[src/rtl/heart_rate_sequencer_pkg.sv]
// Shared types and constants for the heart-rate sequencer.
// Holds the FSM state encoding and the count-to-BPM scaling helpers.
// No logic; imported by the interface and the top block.
package heart_rate_sequencer_pkg;

  typedef enum logic [1:0] {
    IDLE,
    SETTLE,
    MEASURE,
    LATCH
  } state_t;

  localparam int BPM_W         = 8;
  localparam int BPM_SAT       = 255;
  localparam int DEF_WINDOW_MS = 15000;

  // Beats counted in one window times this factor gives beats per minute.
  function automatic int bpm_mul(input int window_ms);
    return 60000 / window_ms;
  endfunction

  localparam int BPM_MUL = bpm_mul(DEF_WINDOW_MS);

endpackage

[src/rtl/heart_rate_sequencer_if.sv]
// Control/result bundle between the sensor-side controller and the sequencer.
// master drives start/stop/continuous and the raw beat pin; slave is the sequencer.
// Pure wiring, no timing of its own.
interface heart_rate_sequencer_if;
  import heart_rate_sequencer_pkg::*;

  logic             start;
  logic             stop;
  logic             continuous;
  logic             beat_in;
  logic             beat_pulse;
  logic             busy;
  logic             window_done;
  logic [BPM_W-1:0] bpm_out;
  logic             bpm_valid;
  logic             alarm_low;
  logic             alarm_high;

  modport master (
    output start, stop, continuous, beat_in,
    input  beat_pulse, busy, window_done, bpm_out, bpm_valid, alarm_low, alarm_high
  );

  modport slave (
    input  start, stop, continuous, beat_in,
    output beat_pulse, busy, window_done, bpm_out, bpm_valid, alarm_low, alarm_high
  );

endinterface

[src/rtl/heart_rate_sequencer_ms_tick_gen.sv]
// Millisecond tick divider: one-cycle tick every TICK_DIV clk cycles.
// First tick TICK_DIV cycles after clear is released.
// clear restarts the divider phase so windows start on a fresh millisecond.
module ms_tick_gen #(
  parameter int TICK_DIV = 50000
) (
  input  logic clk,
  input  logic reset,
  input  logic clear,
  output logic tick
);

  localparam int            CW   = (TICK_DIV > 1) ? $clog2(TICK_DIV) : 1;
  localparam logic [CW-1:0] LAST = CW'(TICK_DIV - 1);

  logic [CW-1:0] cnt;

  // Free-running divider, restarted by clear and on wrap.
  always_ff @(posedge clk or posedge reset) begin
    if (reset) begin
      cnt <= '0;
    end else if (clear || cnt == LAST) begin
      cnt <= '0;
    end else begin
      cnt <= cnt + 1'b1;
    end
  end

  assign tick = (cnt == LAST);

endmodule

[src/rtl/heart_rate_sequencer.sv]
// Heart-beat counting sequencer: debounced beat capture, settle/measure windows, BPM and alarms.
// beat_in rise to beat_pulse is 3 cycles; result latched one cycle after the last window tick.
// No backpressure: start is ignored while busy, stop aborts to IDLE keeping the last result.
module heart_rate_sequencer
  import heart_rate_sequencer_pkg::*;
#(
  parameter int TICK_DIV   = 50000,
  parameter int WINDOW_MS  = DEF_WINDOW_MS,
  parameter int SETTLE_MS  = 500,
  parameter int REFRACT_MS = 250,
  parameter int BPM_LOW    = 60,
  parameter int BPM_HIGH   = 180,
  parameter int COUNT_W    = 8
) (
  input  logic                  clk,
  input  logic                  reset,
  heart_rate_sequencer_if.slave bus
);

  localparam int MUL    = bpm_mul(WINDOW_MS);
  localparam int MS_MAX = (WINDOW_MS > SETTLE_MS) ? WINDOW_MS : SETTLE_MS;
  localparam int MW     = $clog2(MS_MAX + 1);
  localparam int RW     = (REFRACT_MS > 0) ? $clog2(REFRACT_MS + 1) : 1;
  localparam int PW     = COUNT_W + 16;

  localparam logic [MW-1:0]      SETTLE_LAST = MW'(SETTLE_MS - 1);
  localparam logic [MW-1:0]      WINDOW_LAST = MW'(WINDOW_MS - 1);
  localparam logic [RW-1:0]      REFR_LOAD   = RW'(REFRACT_MS);
  localparam logic [COUNT_W-1:0] CNT_MAX     = {COUNT_W{1'b1}};

  state_t             state;
  state_t             state_nxt;
  logic               tick;
  logic               tick_clear;
  logic [MW-1:0]      ms_cnt;
  logic               sync1;
  logic               sync2;
  logic               sync2_d;
  logic               rise;
  logic               accept;
  logic [RW-1:0]      refr;
  logic               pulse;
  logic [COUNT_W-1:0] count;
  logic [PW-1:0]      prod;
  logic [BPM_W-1:0]   bpm_calc;
  logic               latch_en;
  logic [BPM_W-1:0]   bpm;
  logic               valid;
  logic               done;
  logic               low;
  logic               high;

  ms_tick_gen #(
    .TICK_DIV(TICK_DIV)
  ) u_tick (
    .clk  (clk),
    .reset(reset),
    .clear(tick_clear),
    .tick (tick)
  );

  assign rise   = sync2 & ~sync2_d;
  assign accept = rise && (refr == '0);

  // Synchroniser, edge detect and refractory window; held cleared while idle.
  always_ff @(posedge clk or posedge reset) begin
    if (reset) begin
      sync1   <= 1'b0;
      sync2   <= 1'b0;
      sync2_d <= 1'b0;
      refr    <= '0;
      pulse   <= 1'b0;
    end else if (state == IDLE) begin
      sync1   <= 1'b0;
      sync2   <= 1'b0;
      sync2_d <= 1'b0;
      refr    <= '0;
      pulse   <= 1'b0;
    end else begin
      sync1   <= bus.beat_in;
      sync2   <= sync1;
      sync2_d <= sync2;
      pulse   <= accept;
      if (accept) begin
        refr <= REFR_LOAD;
      end else if (tick && refr != '0) begin
        refr <= refr - 1'b1;
      end
    end
  end

  // State register.
  always_ff @(posedge clk or posedge reset) begin
    if (reset) begin
      state <= IDLE;
    end else begin
      state <= state_nxt;
    end
  end

  // Next-state logic; stop dominates and the divider restarts on each window start.
  always_comb begin
    state_nxt  = state;
    tick_clear = 1'b0;
    case (state)
      IDLE: begin
        tick_clear = 1'b1;
        if (bus.start && !bus.stop) begin
          state_nxt = SETTLE;
        end
      end
      SETTLE: begin
        if (bus.stop) begin
          state_nxt = IDLE;
        end else if (tick && ms_cnt == SETTLE_LAST) begin
          state_nxt  = MEASURE;
          tick_clear = 1'b1;
        end
      end
      MEASURE: begin
        if (bus.stop) begin
          state_nxt = IDLE;
        end else if (tick && ms_cnt == WINDOW_LAST) begin
          state_nxt = LATCH;
        end
      end
      LATCH: begin
        if (bus.stop) begin
          state_nxt = IDLE;
        end else if (bus.continuous) begin
          state_nxt  = MEASURE;
          tick_clear = 1'b1;
        end else begin
          state_nxt = IDLE;
        end
      end
      default: state_nxt = IDLE;
    endcase
  end

  // Millisecond counter for the current phase; restarts on every state change.
  always_ff @(posedge clk or posedge reset) begin
    if (reset) begin
      ms_cnt <= '0;
    end else if (state == IDLE || state_nxt != state) begin
      ms_cnt <= '0;
    end else if (tick) begin
      ms_cnt <= ms_cnt + 1'b1;
    end
  end

  // Beat counter: saturating; a beat landing in LATCH carries into the next window.
  always_ff @(posedge clk or posedge reset) begin
    if (reset) begin
      count <= '0;
    end else if (state == SETTLE && state_nxt == MEASURE) begin
      count <= '0;
    end else if (state == LATCH) begin
      count <= (state_nxt == MEASURE && accept) ? COUNT_W'(1) : '0;
    end else if (state == MEASURE && accept && count != CNT_MAX) begin
      count <= count + 1'b1;
    end
  end

  // Full-width product so large counts saturate instead of wrapping.
  assign prod     = PW'(count) * PW'(MUL);
  assign bpm_calc = (prod > PW'(BPM_SAT)) ? BPM_W'(BPM_SAT) : prod[BPM_W-1:0];
  assign latch_en = (state == LATCH) && !bus.stop;

  // Result registers; untouched by stop so the last reading stays on display.
  always_ff @(posedge clk or posedge reset) begin
    if (reset) begin
      bpm   <= '0;
      valid <= 1'b0;
      done  <= 1'b0;
      low   <= 1'b0;
      high  <= 1'b0;
    end else begin
      done <= latch_en;
      if (latch_en) begin
        bpm   <= bpm_calc;
        valid <= 1'b1;
        low   <= (int'(bpm_calc) < BPM_LOW);
        high  <= (int'(bpm_calc) > BPM_HIGH);
      end
    end
  end

  assign bus.beat_pulse  = pulse;
  assign bus.busy        = (state != IDLE);
  assign bus.window_done = done;
  assign bus.bpm_out     = bpm;
  assign bus.bpm_valid   = valid;
  assign bus.alarm_low   = low;
  assign bus.alarm_high  = high;

endmodule

[src/flat_wrapper.sv]
// flat-port wrapper written by rule: the top's interface ports become plain ports
module heart_rate_sequencer_flat import heart_rate_sequencer_pkg::*;
#(
  parameter int TICK_DIV   = 50000,
  parameter int WINDOW_MS  = DEF_WINDOW_MS,
  parameter int SETTLE_MS  = 500,
  parameter int REFRACT_MS = 250,
  parameter int BPM_LOW    = 60,
  parameter int BPM_HIGH   = 180,
  parameter int COUNT_W    = 8
)
  (clk, reset, bus_start, bus_stop, bus_continuous, bus_beat_in, bus_beat_pulse, bus_busy, bus_window_done, bus_bpm_out, bus_bpm_valid, bus_alarm_low, bus_alarm_high);
  heart_rate_sequencer_if bus_i ();
  input  logic clk;
  input  logic reset;
  input wire logic [$bits(bus_i.start)-1:0] bus_start;
  input wire logic [$bits(bus_i.stop)-1:0] bus_stop;
  input wire logic [$bits(bus_i.continuous)-1:0] bus_continuous;
  input wire logic [$bits(bus_i.beat_in)-1:0] bus_beat_in;
  output wire logic [$bits(bus_i.beat_pulse)-1:0] bus_beat_pulse;
  output wire logic [$bits(bus_i.busy)-1:0] bus_busy;
  output wire logic [$bits(bus_i.window_done)-1:0] bus_window_done;
  output wire logic [$bits(bus_i.bpm_out)-1:0] bus_bpm_out;
  output wire logic [$bits(bus_i.bpm_valid)-1:0] bus_bpm_valid;
  output wire logic [$bits(bus_i.alarm_low)-1:0] bus_alarm_low;
  output wire logic [$bits(bus_i.alarm_high)-1:0] bus_alarm_high;
  assign bus_i.start = bus_start;
  assign bus_i.stop = bus_stop;
  assign bus_i.continuous = bus_continuous;
  assign bus_i.beat_in = bus_beat_in;
  assign bus_beat_pulse = bus_i.beat_pulse;
  assign bus_busy = bus_i.busy;
  assign bus_window_done = bus_i.window_done;
  assign bus_bpm_out = bus_i.bpm_out;
  assign bus_bpm_valid = bus_i.bpm_valid;
  assign bus_alarm_low = bus_i.alarm_low;
  assign bus_alarm_high = bus_i.alarm_high;
  heart_rate_sequencer #(.TICK_DIV(TICK_DIV), .WINDOW_MS(WINDOW_MS), .SETTLE_MS(SETTLE_MS), .REFRACT_MS(REFRACT_MS), .BPM_LOW(BPM_LOW), .BPM_HIGH(BPM_HIGH), .COUNT_W(COUNT_W)) u_core (.clk(clk), .reset(reset), .bus(bus_i));
endmodule
[config.mk]
export PLATFORM = sky130hd
export DESIGN_NAME = heart_rate_sequencer_flat
export DESIGN_NICKNAME = d
export VERILOG_FILES = /design/src/rtl/heart_rate_sequencer_pkg.sv /design/src/rtl/heart_rate_sequencer_if.sv /design/src/rtl/heart_rate_sequencer_ms_tick_gen.sv /design/src/rtl/heart_rate_sequencer.sv /design/src/flat_wrapper.sv
export SDC_FILE = /design/constraint.sdc
export NUM_CORES = 1
export LEC_CHECK = 0
export CAP_MARGIN = 20
export CORE_MARGIN = 3
export CORE_UTILIZATION = 52
export CTS_BUF_LIST = sky130_fd_sc_hd__clkbuf_4 sky130_fd_sc_hd__clkbuf_8
export DETAILED_ROUTE_END_ITERATION = 6
export MAX_ROUTING_LAYER = met4
export PLACE_DENSITY_LB_ADDON = 0.08
export SYNTH_ARGS = -nofsm -noshare
export SYNTH_HDL_FRONTEND = slang
export SYNTH_HIERARCHICAL = 1
export SYNTH_SLANG_ARGS = --single-unit
export TNS_END_PERCENT = 5
[constraint.sdc]
create_clock -name clk -period 4.7 [get_ports clk]
set_clock_uncertainty 0.15 [all_clocks]
set_input_delay 1.175 -clock clk [delete_from_list [all_inputs] [get_ports clk]]
set_output_delay 1.175 -clock clk [all_outputs]
set_load 0.005 [all_outputs]
# Word level (Yosys, flattened, before mapping)
# Cells that the tools add are included.
# totals
ff_bits,64
in_bits,6
# classes
addsub,4
n_lt_le_gt_ge,3
n_eq_ne,9
mux,28
bitwise,2
n_reduce_logical,20
# ops
op,n
two-way mux 8 bit,7
two-way mux 14 bit,2
adder 16 x 1 -> 16 bit (second input constant),1
== test 16 bit (second input constant),1
two-way mux 16 bit,1
adder 14 x 1 -> 14 bit (second input constant),1
== test 14 bit (second input constant),1
== test 14 x 9 -> 1 bit (second input constant),1
two-way mux 2 bit,7
> comparator 10 x 8 -> 1 bit (second input constant),1
logical AND 1 bit,10
two-way mux 1 bit,9
adder 8 x 1 -> 8 bit (second input constant),1
> comparator 8 bit (second input constant),1
logical NOT 8 bit,1
< comparator 8 x 6 -> 1 bit (second input constant),1
!= test 8 bit (second input constant),1
one-hot mux 2 bit (4 select lines),1
nonzero test 8 bit,1
subtractor 8 x 1 -> 8 bit (second input constant),1
== test 2 bit (second input constant),3
nonzero test 3 bit,2
nonzero test 2 bit,2
one-hot mux 1 bit (3 select lines),1
other kinds (7),8

# Depth between registers and ports, before layout
# Gate-level depths: netlist (run 1).
# depth
word_depth,10
mapped_depth,12
ltp_nobuf,10

# Modules after synthesis
# Netlist (run 1), hierarchy kept.
# modules_own_cells
module,instances,cells_per_inst,area_each_um2
heart_rate_sequencer,1,256,2449.8
ms_tick_gen,1,83,862.1

# Worst setup path after synthesis (run 1)
# No wires, ideal clock.
# synth_timing
kind,register to register
start,register u_core.u_tick.cnt[0]
end,register u_core.u_tick.cnt[12]
setup_ns,0.069
t_arrival_ns,2.150
required_ns,4.481
slack_ns,2.331
path_stages_with_launch,13
path_cell_list,dfrtp_1 -> ha_1 -> and3_1 -> and4_4 -> and4_1 -> nand4_2 -> nor2_1 -> a31oi_1 -> o21ai_0 -> or2_1 -> buf_6 -> buf_12 -> nor2_2
# synth_between
elab_chain_cells,7
# synth_rtl
item,line,source
"start, declared",heart_rate_sequencer_ms_tick_gen.sv:16,logic [CW-1:0] cnt;
"start signal, assigned",heart_rate_sequencer_ms_tick_gen.sv:25,cnt <= cnt + 1'b1;
== test 16 bit,heart_rate_sequencer_ms_tick_gen.sv:29,assign tick = (cnt == LAST);
via u_core.tick,heart_rate_sequencer.sv:33,logic tick;
logical AND 1 bit,heart_rate_sequencer.sv:115,end else if (tick && ms_cnt == SETTLE_LAST) begin
two-way mux 1 bit,heart_rate_sequencer.sv:115,
two-way mux 1 bit,heart_rate_sequencer.sv:113,if (bus.stop) begin
one-hot mux 1 bit (3 select lines),heart_rate_sequencer.sv:105,case (state)
via u_core.tick_clear,heart_rate_sequencer.sv:34,logic tick_clear;
logical OR 1 bit,heart_rate_sequencer_ms_tick_gen.sv:22,end else if (clear || cnt == LAST) begin
two-way mux 16 bit,heart_rate_sequencer_ms_tick_gen.sv:22,
# The timed path passes the listed nets, and every way through them passes these cells.
# A chain may end at the register's enable or synchronous reset.

# Final worst setup path (run 1)
# layout_timing
start,register u_core.state[0]
end,output port bus_busy
# layout_between
elab_chain_cells,1
# layout_rtl
item,line,source
"start, declared",heart_rate_sequencer.sv:31,state_t state;
"start signal, assigned",heart_rate_sequencer.sv:97,state <= state_nxt;
nonzero test 2 bit,heart_rate_sequencer.sv:190,assign bus.busy = (state != IDLE);
"end, declared",flat_wrapper.sv:21,output wire logic [$bits(bus_i.busy)-1:0] bus_busy;
# No other way between the ends.

==> results of run 1 <==
[sequential cells by signal, indices dropped and copies added (netlist names)]
register / cells
u_core/u_tick/cnt: 16
u_core/ms_cnt: 14
u_core/count: 8
u_core/refr: 8
u_core/bus.bpm_out: 7
u_core/state: 2
u_core/bus.alarm_high: 1
u_core/bus.alarm_low: 1
u_core/bus.beat_pulse: 1
u_core/bus.bpm_valid: 1
u_core/bus.window_done: 1
u_core/sync1: 1
u_core/sync2: 1
u_core/sync2_d: 1
[logic make-up after synthesis]
| family | Yosys count |
|---|---|
| multiplexers | 3 |
| flip-flops | 63 |
| AO/OA/AOI/OAI | 41 |
| XOR/XNOR | 34 |
| AND/OR/NAND/NOR | 168 |
| buffers and inverters | 26 |
| adder cells (fa/ha/maj) | 4 |
[where the power goes]
part           switching [uW]  internal (uW)  leakage, uW
clock                     226            316     0.000109
combinational            52.5           33.5     0.000578
sequential               12.6            553     0.000869
[Yosys cell counts (8+ instances only)]
cell type and number:
a21oi_1 8, dfrtp_1 63, inv_1 14, nand2_1 29, nand3_1 16, nand4_1 10
nor2_1 47, nor2_2 10, nor3_1 12, o21ai_0 15, xnor2_1 25, xor2_1 9
[final timing paths]
check	from	slack, ps	endpoint
min reg2reg	u_core/sync1	310	u_core/sync2
max in group asynchronous	reset	2910	u_core/u_tick/cnt[7]
min in group asynchronous	reset	890	u_core/sync2
min	u_core/sync1	310	u_core/sync2
max reg2reg	u_core/u_tick/cnt[0]	1660	u_core/u_tick/cnt[6]
max	u_core/state[0]	1390	bus_busy
[layout by cell type, fill, tap and decap left out, types with 2 or more instances in the layout]
cell	n
a21oi_1	8
clkbuf_8	10
nor4b_2	3
clkdlybuf4s50_1	19
and4_1	3
dfrtp_1	63
inv_1	13
nor2_1	47
nor3_1	12
clkinvlp_4	2
nor4bb_1	2
nand2b_1	5
bufinv_16	2
ha_1	4
nand2_1	29
a31oi_1	2
xnor2_1	25
xor2_1	9
and2_1	3
or3_1	2
nand3_1	16
o21ai_0	15
nor2_2	10
and3_1	3
mux2i_1	2
a31o_2	2
nand4_1	10
nor3b_1	3
nor2b_1	2
nor4_1	5
[final cells by class]
cell class	count	area (um^2)
fillers	509	2310
multi-input cells	250	1590
flip-flops and latches	63	1580
repair buffers	20	210
clock buffers	10	138
well taps	75	93.8
clock inverters	6	92.6
inverters	14	52.6
[layer usage]
metal  vias up  wire [um]  track usage [%]  share of wire [%]
met1      1140       2980             25.3                 49
met5         -          0                -                  0
met3         9        200             3.84                3.3
met2        40       2790             29.4                 46
li1       1209          -                -                  -
met4         0        122             9.06                2.0
[through the flow]
step / utilization [%] / setup slack, ps / hold WS (ps)
after global routing: 61.9 / 1230 / 334
final: 61.9 / 1390 / 309
after global placement: 57.8 / 1510 / 282
after detailed placement: 57.8 / 1420 / 293
after floorplan: - / 2260 / 278
after CTS: 61.6 / 1340 / 312
[critical path, stage by stage, from the launching register on]
cell	delay [ps]
dfrtp_1	470
nor2_1	420
inv_1	250
clkdlybuf4s50_1	500
==> results.cfg, run 1 <==
[status]
status = completed

[timing]
period_share_pct = 70.4
min_period_ps = 3310
drv_slew = 0
max_slew_margin_pct = 54.0
timing.fmax_ghz = 0.302
worst_pin_slew_ps = 689
finalHoldViolCount = 0
setup_viol = 0
tns_ps = 0
rsz0062_at_grt = no

[placement]
numPortBuffers = 19
place.gp.congestion = 0.841
hpwl_mm = 4.08
place_inst = 421
place_area_um2 = 3500

[routing]
post_drt_via_cell_ratio = 5.47
first_pass_iters = 4
ant_nets = 0
routed_wl_mm = 6.10
dr_total_vias = 2398
wl_per_cell_um = 13.9
drt_iter0_drc = 95
route.detailed.drc = 0

[cells_and_area]
final_area_um2 = 3750
drive_gt1_share_pct = 12.4
fin_cells = 438
area_growth_pct = 13.3
nNetsFinal = 368
insertedDiodeCount = 0

[die]
die_w_um = 85.8
die_h_um = 85.8
die_area_um2 = 7360
core_um2 = 6060
core.rowCount = 28
io_pins = 20
initial_core_util_pct = 54.6

[global_routing]
overflow = 0
grt_pass1_wl_mm = 11.0
grt_max_degree = 48
gr-usage-all-layers_pct = 19.5
grt_pass1_vias = 2362
antenna_found_initial = 0

[cts]
numClockSinks = 63
clock_latency_ps = 350
cts_buffers = 9
clockBufferDepth = 2
cts_tree = yes
cts_hold_buffers = 0
clk_pin_slew_worst_paths_ps = 70
cts_resized = 0
clockRootBuffer = clkbuf_8
cts.htree.levels = 3
postCtsSetupBuffers = 0

[logic_synthesis]
synth_xor_area_share_pct = 8.99
synthMuxAreaShare_pct = 0.944
syn_area_um2 = 3310
async_flop_share_pct = 100
synth_area_leaders = dfrtp_1, xnor2_1, nor2_1, nand2_1, nand3_1
yosysWarnings = 6
syn_area_per_cell_um2 = 9.77
yosysTopAreaCell = dfrtp_1
syn_nets = 349
dominantRegCellSynth = dfrtp_1
yosysTopAreaCellShare_pct = 47.6
synth.distinct_cells = 59
synth-edff-count = 0
ys_ff_latch = 63
synth-compound-area-share_pct = 8.12
postSynthCellCount = 339
synth_top_family_by_area = simple AND/OR/NAND/NOR gates
yosysSeqAreaShare_pct = 47.6
synthSimpleGateAreaFrac_pct = 28.4
synthAdderAreaFrac_pct = 1.51

[power_and_ir_drop]
leakagePower_uw = 0.00156
finalPower_uw = 1190
ir_worst_vdd_mv = 0.236
power.density_nw_per_um2 = 318

[setup_path]
setup.worst_path.end_class = primary output
r2r_cells = 10
worstPathRequired_ps = 3380
crit_type = flop to primary output
crit_fanout = 9
cp-start-kind = flop
crit_arrival_ps = 1980

[min_path]
holdPathStages = 1
hold_path_class = flop to flop

[job]
maxCapViolCount = 0
(Power assumes the default switching activity.)
==> run 2, diff against run 1 <==
clock period = 2.7 ns   (was 4.7 ns; I/O delays follow)
==> run 2 against run 1 <==
Net effect: first-iteration DRC count rose by 35%; power grew 64%; routed wire length rose by 1.5%; flip-flop and latch count stayed put; sequential share of layout area decreased by 0.57 points; clock power grew 50%; critical path type is now flop to flop; cell area is 1.4% higher; core utilization rose by 0.85 points; final cell count grew 2.1%; count of clock-buffer cells in the layout up 2; non-clock buffer count grew 9.
==> results.cfg, run 2 (same netlist as run 1, synthesis figures left out) <==
[status]
status = completed

[placement]
numPortBuffers = 19
hpwl_mm = 4.30
place.gp.congestion = 0.859
pre_cts_ws_ps = 173

[die]
die_w_um = 85.8
io_pins = 20
core_um2 = 6060
die_h_um = 85.8
initial_core_util_pct = 54.6
core.rowCount = 28
die_area_um2 = 7360

[cts]
clock_latency_ps = 330
numClockSinks = 63
clk_pin_slew_worst_paths_ps = 60
cts_hold_buffers = 0
cts_tree = yes
clockRootBuffer = clkbuf_8
clockBufferDepth = 2
cts.htree.levels = 3
cts_buffers = 9

[cells_and_area]
reg.largest.list = u_core/u_tick/cnt (16), u_core/ms_cnt (14)
drive_gt1_share_pct = 14.5
fillers = 528
multi_input_area_um2 = 1590
layout_common_cells = dfrtp_1, nor2_1, nand2_1
largest_reg_flops = 16
top_register = u_core/u_tick/cnt
area_growth_pct = 14.9
seqCellArea_um2 = 1580
insertedDiodeCount = 0
mostFrequentLayoutCell = dfrtp_1
nNetsFinal = 377

[setup_path]
regToRegStartpoint = u_core/u_tick/cnt[0]
crit_arrival_ps = 2570
crit_type = flop to flop
rr_endpoint = u_core/u_tick/cnt[3]
crit_fanout = 15
cp-start-kind = flop
r2r_cells = 11
worstPathRequired_ps = 2770
setup.worst_path.end_class = flop
r2r_slack_ps = 200

[timing]
drv_slew = 0
worst_slack_ps = 203
timing.fmax_ghz = 0.400
worst_pin_slew_ps = 573
finalHoldViolCount = 0
period_share_pct = 92.5
max_slew_margin_pct = 61.7
min_period_ps = 2500
tns_ps = 0
rsz0062_at_grt = no
setup_viol = 0

[global_routing]
grtUsageMet2_pct = 29.2
grt_max_degree = 28
gr-usage-all-layers_pct = 19.6
overflow = 0
grt_pass1_wl_mm = 11.2
grt_busiest_layer = met2
met1_usage_pct = 26.0
antenna_found_initial = 0
grt_pass1_vias = 2377
met3_usage_pct = 3.55

[routing]
ant_nets = 0
routed_wl_mm = 6.18
drt_iter0_drc = 128
post_drt_via_cell_ratio = 5.51
first_pass_iters = 5
dr_total_vias = 2463
wl_per_cell_um = 13.8
route.detailed.drc = 0

[power_and_ir_drop]
switching_power_uw = 459
ir_worst_vdd_mv = 0.335
seq_power_share_pct = 50.2
clkPwrFrac_pct = 41.3
power.density_nw_per_um2 = 516
leakagePower_uw = 0.00161
intPower_uw = 1500
power_frac_comb_pct = 8.5
swShare_pct = 23.4

[min_path]
hold_path_class = flop to flop
holdPathStages = 1
worst_hold_startpoint = u_core/sync1
min_to = u_core/sync2

[job]
maxCapViolCount = 0
## run 2: worst max path at each step
stage                                     from                     to  slack (ps)  depth (start not counted)
after floorplan           u_core/u_tick/cnt[0]  u_core/u_tick/cnt[12]         330                         12
after detailed placement  u_core/u_tick/cnt[0]       u_core/ms_cnt[4]         170                         10
after global routing      u_core/u_tick/cnt[0]   u_core/u_tick/cnt[4]           3                         11
after global placement    u_core/u_tick/cnt[0]       u_core/ms_cnt[6]         200                         10
after CTS                 u_core/u_tick/cnt[0]       u_core/ms_cnt[4]         160                         10
final                     u_core/u_tick/cnt[0]   u_core/u_tick/cnt[3]         200                         11
## run 2: critical path, stage by stage, from the launching register on
cell and delay [ps]:
dfrtp_1 400, ha_1 220, and3_1 220, and4_4 220, and4_1 200, nand4_2 170
nor2_1 130, a31oi_1 40, o21ai_0 240, or2_1 190, buf_12 160, nor2_1 50
## run 2: layout make-up
type | count | share of cell area, %
Clock buffer | 12 | 4.01
Clock inverter | 4 | 1.18
Inverter | 14 | 1.38
Multi-Input combinational cell | 250 | 41.8
Tap cell | 75 | 2.47
Sequential cell | 63 | 41.4
Timing Repair Buffer | 29 | 7.73
## run 2: power by group through the flow
| stage | logic [uW] | clock network [uW] | registers, uW |
|---|---|---|---|
| 2_1_floorplan | 115 | 0 | 997 |
| 3_3_place_gp | 166 | 0 | 1000 |
| 3_5_place_dp | 168 | 0 | 1000 |
| 4_1_cts | 169 | 836 | 986 |
| 5_1_grt | 189 | 876 | 989 |
| 6_report | 166 | 811 | 986 |
## run 2: through the flow
step                      cells  total power [uW]  utilization [%]  area [um^2]  hold WS (ps)
after floorplan             339              1110                -         3310           278
after global placement      431              1170             59.5         3600           281
after detailed placement    431              1170             59.5         3600           298
after CTS                   447              1990             62.7         3800           313
after global routing        447              2050             62.8         3800           342
final                       447              1960             62.8         3800           307
## run 2: routing by layer
| layer | part of all wire [%] | wire [um] |
|---|---|---|
| met1 | 49 | 3060 |
| met2 | 46 | 2820 |
| met3 | 2.8 | 171 |
| met4 | 2.2 | 133 |
| met5 | 0 | 0 |
## run 2: repair_timing
item | in CTS | in global routing
setup endpoints to repair | 0 | 1
resized for setup | 0 | 1
buffers inserted | 0 | 0
